File: src/rtl/wb_commit_stage_pkg.sv
// wb_commit_stage_pkg: shared exception codes, field widths and FSM states for the commit stage.
package wb_commit_stage_pkg;
  localparam int ECODE_W = 6;
  localparam int ESUBCODE_W = 9;
  localparam int WS_TO_RF_BUS_W = 1 + 5 + 32;
  localparam logic [ECODE_W-1:0] ECODE_SYS = 6'h0B;
  typedef enum logic {RUN, FLUSH} ws_state_e;
  function automatic int ptr_w(input int depth);
    return depth > 1 ? $clog2(depth) : 1;
  endfunction
endpackage

File: src/rtl/wb_commit_fifo.sv
// wb_commit_fifo: circular DEPTH-entry buffer with push, pop, flush and occupancy count.
module wb_commit_fifo
  import wb_commit_stage_pkg::*;
#(
  parameter int W = 32,
  parameter int DEPTH = 2
) (
  input  logic                         clk,
  input  logic                         resetn,
  input  logic                         push,
  input  logic                         pop,
  input  logic                         flush,
  input  logic [W-1:0]                 wdata,
  output logic [W-1:0]                 head_data,
  output logic [$clog2(DEPTH+1)-1:0]   count
);
  localparam int PW = ptr_w(DEPTH);
  localparam int CW = $clog2(DEPTH+1);
  logic [W-1:0] mem [DEPTH];
  logic [PW-1:0] head, tail;
  function automatic logic [PW-1:0] inc(input logic [PW-1:0] p);
    return p == PW'(DEPTH-1) ? '0 : p + PW'(1);
  endfunction
  assign head_data = mem[head];
  always_ff @(posedge clk)
    if (push) mem[tail] <= wdata;
  always_ff @(posedge clk or negedge resetn) begin
    if (!resetn) begin
      head  <= '0;
      tail  <= '0;
      count <= '0;
    end else if (flush) begin
      head  <= tail;
      count <= '0;
    end else begin
      if (push) tail <= inc(tail);
      if (pop) head <= inc(head);
      count <= count + CW'(push) - CW'(pop);
    end
  end
endmodule

File: src/rtl/wb_commit_stage.sv
// wb_commit_stage: in-order commit buffer retiring to the GPR file, driving CSR access and exception/ertn flush.
// Define WB_PERF_CNT_EN to add the 64-bit perf_retired counter.
module wb_commit_stage
  import wb_commit_stage_pkg::*;
#(
  parameter int DATA_W    = 32,
  parameter int RADDR_W   = 5,
  parameter int CSR_NUM_W = 14,
  parameter int DEPTH     = 2
) (
  input  logic                  clk,
  input  logic                  resetn,
  input  logic                  ms_to_ws_valid,
  output logic                  ws_allowin,
  input  logic [DATA_W-1:0]     ms_pc,
  input  logic                  ms_gr_we,
  input  logic [RADDR_W-1:0]    ms_dest,
  input  logic [DATA_W-1:0]     ms_result,
  input  logic                  ms_csr_re,
  input  logic                  ms_csr_we,
  input  logic [CSR_NUM_W-1:0]  ms_csr_num,
  input  logic [DATA_W-1:0]     ms_csr_wmask,
  input  logic [DATA_W-1:0]     ms_csr_wvalue,
  input  logic                  ms_ex,
  input  logic [ECODE_W-1:0]    ms_ecode,
  input  logic [ESUBCODE_W-1:0] ms_esubcode,
  input  logic                  ms_ertn,
  input  logic                  rf_ready,
  output logic                  rf_we,
  output logic [RADDR_W-1:0]    rf_waddr,
  output logic [DATA_W-1:0]     rf_wdata,
  output logic [CSR_NUM_W-1:0]  csr_num,
  input  logic [DATA_W-1:0]     csr_rvalue,
  output logic                  csr_we,
  output logic [DATA_W-1:0]     csr_wmask,
  output logic [DATA_W-1:0]     csr_wvalue,
  input  logic [DATA_W-1:0]     csr_eentry,
  input  logic [DATA_W-1:0]     csr_era,
  output logic                  wb_ex,
  output logic [ECODE_W-1:0]    wb_ecode,
  output logic [ESUBCODE_W-1:0] wb_esubcode,
  output logic [DATA_W-1:0]     wb_pc,
  output logic                  eret_flush,
  output logic                  ws_flush,
  output logic [DATA_W-1:0]     ws_flush_target,
  output logic [DATA_W-1:0]     debug_wb_pc,
  output logic [3:0]            debug_wb_rf_wen,
  output logic [RADDR_W-1:0]    debug_wb_rf_wnum,
  output logic [DATA_W-1:0]     debug_wb_rf_wdata
`ifdef WB_PERF_CNT_EN
  ,
  output logic [63:0]           perf_retired
`endif
);
  localparam int EW = 4*DATA_W + RADDR_W + CSR_NUM_W + ECODE_W + ESUBCODE_W + 5;
  localparam int CW = $clog2(DEPTH+1);
  ws_state_e state, state_nxt;
  logic [EW-1:0] head_data;
  logic [CW-1:0] count;
  logic [DATA_W-1:0] h_pc, h_result, h_wmask, h_wvalue;
  logic h_gr_we, h_csr_re, h_csr_we, h_ex, h_ertn;
  logic [RADDR_W-1:0] h_dest;
  logic [CSR_NUM_W-1:0] h_csr_num;
  logic [ECODE_W-1:0] h_ecode;
  logic [ESUBCODE_W-1:0] h_esub;
  logic head_valid, head_needs_rf, head_retire, flush, push;
  assign {h_pc, h_gr_we, h_dest, h_result, h_csr_re, h_csr_we, h_csr_num,
          h_wmask, h_wvalue, h_ex, h_ecode, h_esub, h_ertn} = head_data;
  assign head_valid    = count != '0;
  assign head_needs_rf = h_gr_we || h_csr_re;
  assign head_retire   = head_valid && (!head_needs_rf || rf_ready || h_ex || h_ertn);
  assign flush         = head_valid && (h_ex || h_ertn);
  // a push coinciding with a flush belongs to the squashed path and is dropped
  assign push          = ms_to_ws_valid && ws_allowin && !flush;
  wb_commit_fifo #(.W(EW), .DEPTH(DEPTH)) u_fifo (
    .clk       (clk),
    .resetn    (resetn),
    .push      (push),
    .pop       (head_retire),
    .flush     (flush),
    .wdata     ({ms_pc, ms_gr_we, ms_dest, ms_result, ms_csr_re, ms_csr_we, ms_csr_num,
                 ms_csr_wmask, ms_csr_wvalue, ms_ex, ms_ecode, ms_esubcode, ms_ertn}),
    .head_data (head_data),
    .count     (count)
  );
  always_ff @(posedge clk or negedge resetn)
    if (!resetn) state <= RUN;
    else state <= state_nxt;
  always_comb begin
    state_nxt  = (state == RUN && flush) ? FLUSH : RUN;
    ws_allowin = (state == RUN) && (count < CW'(DEPTH) || head_retire);
  end
  // head-derived data outputs read as zero while the buffer is empty
  assign rf_we             = head_valid && head_needs_rf && rf_ready && !h_ex && !h_ertn;
  assign rf_waddr          = head_valid ? h_dest : '0;
  assign rf_wdata          = !head_valid ? '0 : h_csr_re ? csr_rvalue : h_result;
  assign csr_num           = head_valid ? h_csr_num : '0;
  assign csr_we            = head_retire && h_csr_we && !h_ex;
  assign csr_wmask         = head_valid ? h_wmask : '0;
  assign csr_wvalue        = head_valid ? h_wvalue : '0;
  assign wb_ex             = head_valid && h_ex;
  assign wb_ecode          = head_valid ? h_ecode : '0;
  assign wb_esubcode       = head_valid ? h_esub : '0;
  assign wb_pc             = head_valid ? h_pc : '0;
  assign eret_flush        = head_valid && h_ertn && !h_ex;
  assign ws_flush          = flush;
  assign ws_flush_target   = wb_ex ? csr_eentry : eret_flush ? csr_era : '0;
  assign debug_wb_pc       = wb_pc;
  assign debug_wb_rf_wen   = {4{rf_we}};
  assign debug_wb_rf_wnum  = rf_waddr;
  assign debug_wb_rf_wdata = rf_wdata;
`ifdef WB_PERF_CNT_EN
  always_ff @(posedge clk or negedge resetn)
    if (!resetn) perf_retired <= '0;
    else if (head_retire) perf_retired <= perf_retired + 64'd1;
`endif
endmodule

File: config.mk
export PLATFORM = sky130hd
export DESIGN_NAME = wb_commit_stage
export DESIGN_NICKNAME = d
export VERILOG_FILES = /design/src/rtl/wb_commit_stage_pkg.sv /design/src/rtl/wb_commit_fifo.sv /design/src/rtl/wb_commit_stage.sv
export SDC_FILE = /design/constraint.sdc
export NUM_CORES = 1
export LEC_CHECK = 0
export ABC_AREA = 1
export BUFFER_PORTS_ARGS = -buffer_cell sky130_fd_sc_hd__clkbuf_2
export CORE_AREA = 2 2 220 222
export CTS_BUF_LIST = sky130_fd_sc_hd__clkbuf_4
export DETAILED_ROUTE_END_ITERATION = 12
export DIE_AREA = 0 0 222 224
export MAX_ROUTING_LAYER = met4
export PLACE_DENSITY_LB_ADDON = 0.2
export SLEW_MARGIN = 20
export SYNTH_ARGS = -nofsm -noshare
export SYNTH_HDL_FRONTEND = slang
export SYNTH_SLANG_ARGS = --single-unit
export TNS_END_PERCENT = 50
File: constraint.sdc
create_clock -name clk -period 17.5 [get_ports clk]
set_clock_uncertainty 0.2 [all_clocks]
set_input_delay 1.75 -clock clk [delete_from_list [all_inputs] [get_ports clk]]
set_output_delay 1.75 -clock clk [all_outputs]
set_load 0.03 [all_outputs]
==> impl_metrics.yaml, run 1 <==
outcome:
  status: "finished clean"
cells_and_area:
  fillers: 4730
  final_nets: 1866
  fin_util_pct: 37.6
  fin_cells: 2286
  layout.area.seq_um2: 10200
  drive_gt1_share_pct: 43.1
  area_delta_synth_final_pct: 26.5
  multi_input_area_um2: 2830
route:
  ant_nets: 0
  wl_per_cell_um: 18.6
  highest_layer: "met4"
  remaining_drc_errors: 0
  first_iter_violations: 446
  wl_met1_um: 15600
  drtPass1Iterations: 4
  vias: 10275
  vias_per_cell: 4.49
  wl_met3_um: 3730
  dr_wl_met2_um: 21500
  routed_wl_um: 42600
clocking:
  ctsResizeCount: 0
  postCtsHoldBufs: 0
  cts_buffer_depth: 3
  cts_root_buf: "clkbuf_4"
  path_clk_slew_ns: 0.06
  htree_levels: 3
  numCtsBuffers: 93
  cts_tree: "done"
  postCtsSetupBuffers: 0
  clock-sinks: 339
  clock_latency_ns: 0.77
logic_synthesis:
  synthDominantCellAreaShare_pct: 71.3
  synth.ff_latch_count: 339
  synth_most_common_cell: "nand2_1"
  synthesis.area_um2: 14100
  syn_inst: 1094
  synth_edf_count: 334
  ys_types: 29
  synth_ff_type: "edfxtp_1"
  netlist_top_cells_count: "nand2_1, edfxtp_1, a21oi_1"
  ys_top_cells_by_area: "edfxtp_1, nand2_1, a21oi_1, buf_4, a22o_1"
  yosysWarnings: 0
  synth_largest_area_cell: "edfxtp_1"
  yosysSeqAreaShare_pct: 72.2
  synth_nets: 1363
  synthArstFlopShare_pct: 1.47
  synth_area_per_cell_um2: 12.9
power_and_ir_drop:
  p_sw_share_pct: 48.7
  pwr-share-clk_pct: 18.5
  intPower_uw: 1880
  p_total_uw: 3680
  comb_power_share_pct: 50.2
  seqPwrFrac_pct: 31.2
  vdd_ir_drop_max_mv: 0.191
  powerDensity_nw_per_um2: 207
  switchingPower_uw: 1790
  p_leak_uw: 0.00752
placement:
  portBuffers: 539
  place_inst: 2117
  finalWeightedCongestion: 0.903
  dp_hpwl_um: 28300
min_path:
  hp-class: "register to register"
floorplanning:
  die_x_um: 222
  start_util_pct: 29.7
  pin_count: 540
  dieArea_um2: 49700
  core.rowCount: 80
  core_area_um2: 47300
  die_y_um: 224
setup_path:
  path_cells: "inv_6, buf_4, nand2_2, nand2_2, nand2_4, nor2_8, a22o_1, clkbuf_2"
  path_class: "register to primary output"
  cpLargestDelayFamily: "buffers and inverters"
  slowest_delay_ns: 0.76
  crit_fanout: 94
  cp_common_cell: "nand2_2"
  start_kind: "register"
  critPathBufInv: 3
  cp.arrival_ns: 4.07
  cp_data_required_time_ns: 15.55
  crit_path_end_kind: "primary output"
  cp_slowest_cell: "buf_4"
timing:
  hold_viol: 0
  relSlewSlack_pct: 31.5
  whs_ns: 0.246
  max_freq_mhz: 166
  period_share_pct: 34.4
  fin_crit_ns: 6.02
  setup-violations-final: 0
  tightest_slew_ns: 1.03
  rsz0062_at_grt: "no"
  slew_violations: 0
  setup_tns_ns: 0
global_route:
  grt_remaining_overflow: 0
  grt_pass1_wl_um: 61000
  antenna_found_initial: 9
  grt_pass1_vias: 10122
  grtUsageTotal_pct: 17.0
  grt_max_degree: 145
job:
  maxCapViolCount: 0
state kept, by name, indices dropped and copies added, names as in the netlist:
register / flops
u_fifo.tail: 1
u_fifo.count: 2
state: 1
u_fifo.head: 1
u_fifo.mem: 334
worst reg2reg max path, stage by stage, from the launching register on:
cell and delay (ns):
dfrtp_4 0.61, inv_6 0.58, buf_4 0.84, nand2_1 0.16, nand2_1 0.09, nand2_1 0.07, nand2_1 0.11, nand2_1 0.08
nand3_2 0.11, nand3_2 0.11, nor2_4 0.64, buf_12 0.64
logic make-up (layout without fill, tap and decap cells):
| logic type | after synthesis | in the layout | share of synthesized area [%] |
|---|---|---|---|
| adders and majority gates | 2 | 2 | 0.178 |
| buffers and inverters | 158 | 729 | 7.75 |
| other | 0 | 6 | 0 |
| and+or+nand+nor | 364 | 364 | 10.4 |
| AOI/OAI and AO/OA | 229 | 229 | 9.29 |
| xor gates and xnor gates | 2 | 2 | 0.125 |
| DFF | 339 | 339 | 72.2 |
power groups by stage:
stage / Clock (uW) / Combinational, uW / Sequential, uW
2_1_floorplan: 0 / 1460 / 1190
3_3_place_gp: 0 / 1880 / 1160
3_5_place_dp: 0 / 1880 / 1160
4_1_cts: 712 / 1880 / 1150
5_1_grt: 753 / 1980 / 1160
6_report: 682 / 1850 / 1150
path summary, 6_finish.rpt:
kind                       cells past startpoint  slack (ns)         from            endpoint
max reg2reg                                   11       12.63  u_fifo.head   u_fifo.mem[1][74]
min reg2reg                                    1        0.25        state               state
min                                            1        0.25        state               state
max in group asynchronous                      1       16.34       resetn         u_fifo.head
min in group asynchronous                      1        0.59       resetn     u_fifo.count[1]
max                                            8       11.48  u_fifo.head  ws_flush_target[9]
cell type report:
type	instances	share of cell area, %
Sequential cell	339	57.1
Multi-Input combinational cell	597	15.9
Timing Repair Buffer	548	15.6
Clock buffer	143	6.04
Tap cell	615	4.33
Inverter	18	0.464
Clock inverter	20	0.450
Antenna cell	6	0.0844
cells in the final DEF, fill, tap and decap left out, types with 5 or more instances in the layout:
master / instances
clkbuf_4: 143
diode_2: 6
edfxtp_1: 334
nand2_1: 342
clkbuf_2: 539
inv_1: 13
nand2_4: 5
buf_4: 8
clkinv_1: 15
a22o_1: 32
a31oi_1: 32
a21oi_1: 131
o21ai_0: 30
per-layer routing:
metal / up-vias / GRT usage [%]
li1: 4893 / -
met2: 439 / 28.5
met4: 0 / 8.83
met3: 89 / 7.12
met1: 4854 / 17.0
met5: - / -
metrics by stage:
stage,worst slack [ns],cell area [um^2]
detailed placement,12.15,16600
global route,11.14,17800
global placement,12.19,16600
CTS,11.21,17800
finish,11.48,17800
floorplan,7.62,14100
Note: power is estimated with default switching activity, not from simulation.
==> run 2: changes to the inputs <==
==> constraint.sdc (replaced) <==
create_clock -name clk -period 6 [get_ports clk]
set_clock_uncertainty 0.2 [all_clocks]
set_input_delay 0.6 -clock clk [delete_from_list [all_inputs] [get_ports clk]]
set_output_delay 0.6 -clock clk [all_outputs]
set_load 0.03 [all_outputs]
==> run 2 against run 1 <==
- register-to-register slack got worse by 11 ns
- critical path depth fell by 3
- wire length fell by 1.2%
- critical endpoint is now wb_pc[18]
- clock-buffer cell count fell by 6
- core utilization rose by 3.6 points
==> impl_metrics.yaml, run 2 (same netlist as run 1, synthesis figures left out) <==
clocking:
  ctsResizeCount: 0
  postCtsHoldBufs: 170
  postCtsSetupBuffers: 0
  cts_buffer_depth: 3
  htree_levels: 3
  cts_root_buf: "clkbuf_4"
  numCtsBuffers: 92
  path_clk_slew_ns: 0.06
  cts_tree: "done"
  clock_latency_ns: 0.79
  clock-sinks: 339
floorplanning:
  core_area_um2: 47300
  die_y_um: 224
  dieArea_um2: 49700
  pin_count: 540
  start_util_pct: 29.7
  core.rowCount: 80
  die_x_um: 222
cells_and_area:
  largestRegisters: "u_fifo.mem (334), u_fifo.count (2)"
  area_delta_synth_final_pct: 38.6
  mostFrequentLayoutCell: "clkbuf_2"
  final_nets: 2037
  fillers: 4629
  fin_util_pct: 41.1
  multi_input_area_um2: 2830
  final_cell_mix: "clkbuf_2, nand2_1, edfxtp_1"
  drive_gt1_share_pct: 39.0
  layout.area.seq_um2: 10200
  max_flop_register: "u_fifo.mem"
  largest_reg_flops: 334
timing:
  max_freq_mhz: 219
  fin_ws_ns: 1.44
  period_share_pct: 75.9
  relSlewSlack_pct: 42.9
  setup-violations-final: 0
  rsz0062_at_grt: "no"
  fin_crit_ns: 4.56
  hold_viol: 0
  slew_violations: 0
  setup_tns_ns: 0
  tightest_slew_ns: 0.857
route:
  wl_per_cell_um: 17.2
  routed_wl_um: 42100
  first_iter_violations: 464
  vias: 10838
  ant_nets: 0
  vias_per_cell: 4.42
  remaining_drc_errors: 0
  drtPass1Iterations: 5
setup_path:
  cp_data_required_time_ns: 5.20
  critPathBufInv: 3
  cpLargestDelayFamily: "buffers and inverters"
  path_cells: "inv_6, buf_4, nand2_1, a21oi_1, clkbuf_2"
  crit_fanout: 98
  path_class: "register to primary output"
  start_kind: "register"
  cp.arrival_ns: 3.76
  slowest_delay_ns: 0.80
  crit_path_end_kind: "primary output"
  cp_slowest_cell: "buf_4"
job:
  maxCapViolCount: 0
outcome:
  status: "finished clean"
global_route:
  grt_pass1_vias: 11232
  antenna_found_initial: 6
  grt_max_degree: 113
  grt_remaining_overflow: 0
  grtUsageTotal_pct: 17.1
  grt_pass1_wl_um: 62800
placement:
  pre_cts_slack_ns: 1.84
  finalWeightedCongestion: 0.815
  portBuffers: 539
  dp_hpwl_um: 27800
power_and_ir_drop:
  p_leak_uw: 0.00822
  vdd_ir_drop_max_mv: 0.387
  p_total_uw: 10800
  powerDensity_nw_per_um2: 555
min_path:
  hp-class: "primary input to register"
-- run 2: cell count changes in the layout (fill, tap and decap cells not counted) --
| cell | previous run | this run |
|---|---|---|
| buf_12 | 1 | 3 |
| clkbuf_4 | 143 | 137 |
| clkinv_1 | 15 | 14 |
| clkinv_2 | 1 | 2 |
| clkinvlp_4 | 1 | 2 |
| dlygate4sd3_1 | 0 | 170 |
| inv_2 | 4 | 2 |
-- run 2: metrics by stage --
step / std cells / area, um^2 / hold WS, ns
CTS: 2445 / 19500 / 0.0427
finish: 2451 / 19500 / 0.163
floorplan: 1094 / 14100 / 0.104
global route: 2451 / 19500 / 0.108
global placement: 2119 / 16700 / 0.231
detailed placement: 2119 / 16700 / 0.223
-- run 2: where the power goes --
part           internal (uW)  total, uW  switching, uW
clock                   1030       1950            915
combinational           1290       5480           4190
sequential              3210       3370            159
-- run 2: tightest hold or removal path: cells and delay by family --
kind	cells	cell delay (ns)
AOI/OAI and AO/OA	1	0.08
buffers and inverters	1	0.11
and+or+nand+nor	4	0.32
-- run 2: final timing paths --
path	from	to	slack, ns	cells after the start
setup / recovery	u_fifo.head	wb_pc[18]	1.44	5
hold / removal	rf_ready	u_fifo.head	0.16	6
setup reg to reg	u_fifo.head	u_fifo.mem[0][10]	1.91	10
hold reg to reg	state	state	0.24	1
max in group asynchronous	resetn	u_fifo.count[1]	4.82	3
min in group asynchronous	resetn	u_fifo.head	0.55	3
-- run 2: layer usage --
| metal | routed length [um] | vias to the layer above | GRT usage [%] |
|---|---|---|---|
| li1 | - | 5227 | - |
| met5 | 0 | - | - |
| met1 | 15600 | 5107 | 17.6 |
| met2 | 21800 | 435 | 29.4 |
| met3 | 3130 | 69 | 5.19 |
| met4 | 1520 | 0 | 9.44 |
-- run 2: cell type report --
type	instances	area share, %
multi-input combinational	597	14.5
sequential	339	52.1
clock buffer	137	5.28
clock inverter	19	0.417
inverter	18	0.424
timing repair buffer	720	23.2
tap	615	3.95
antenna	6	0.0771
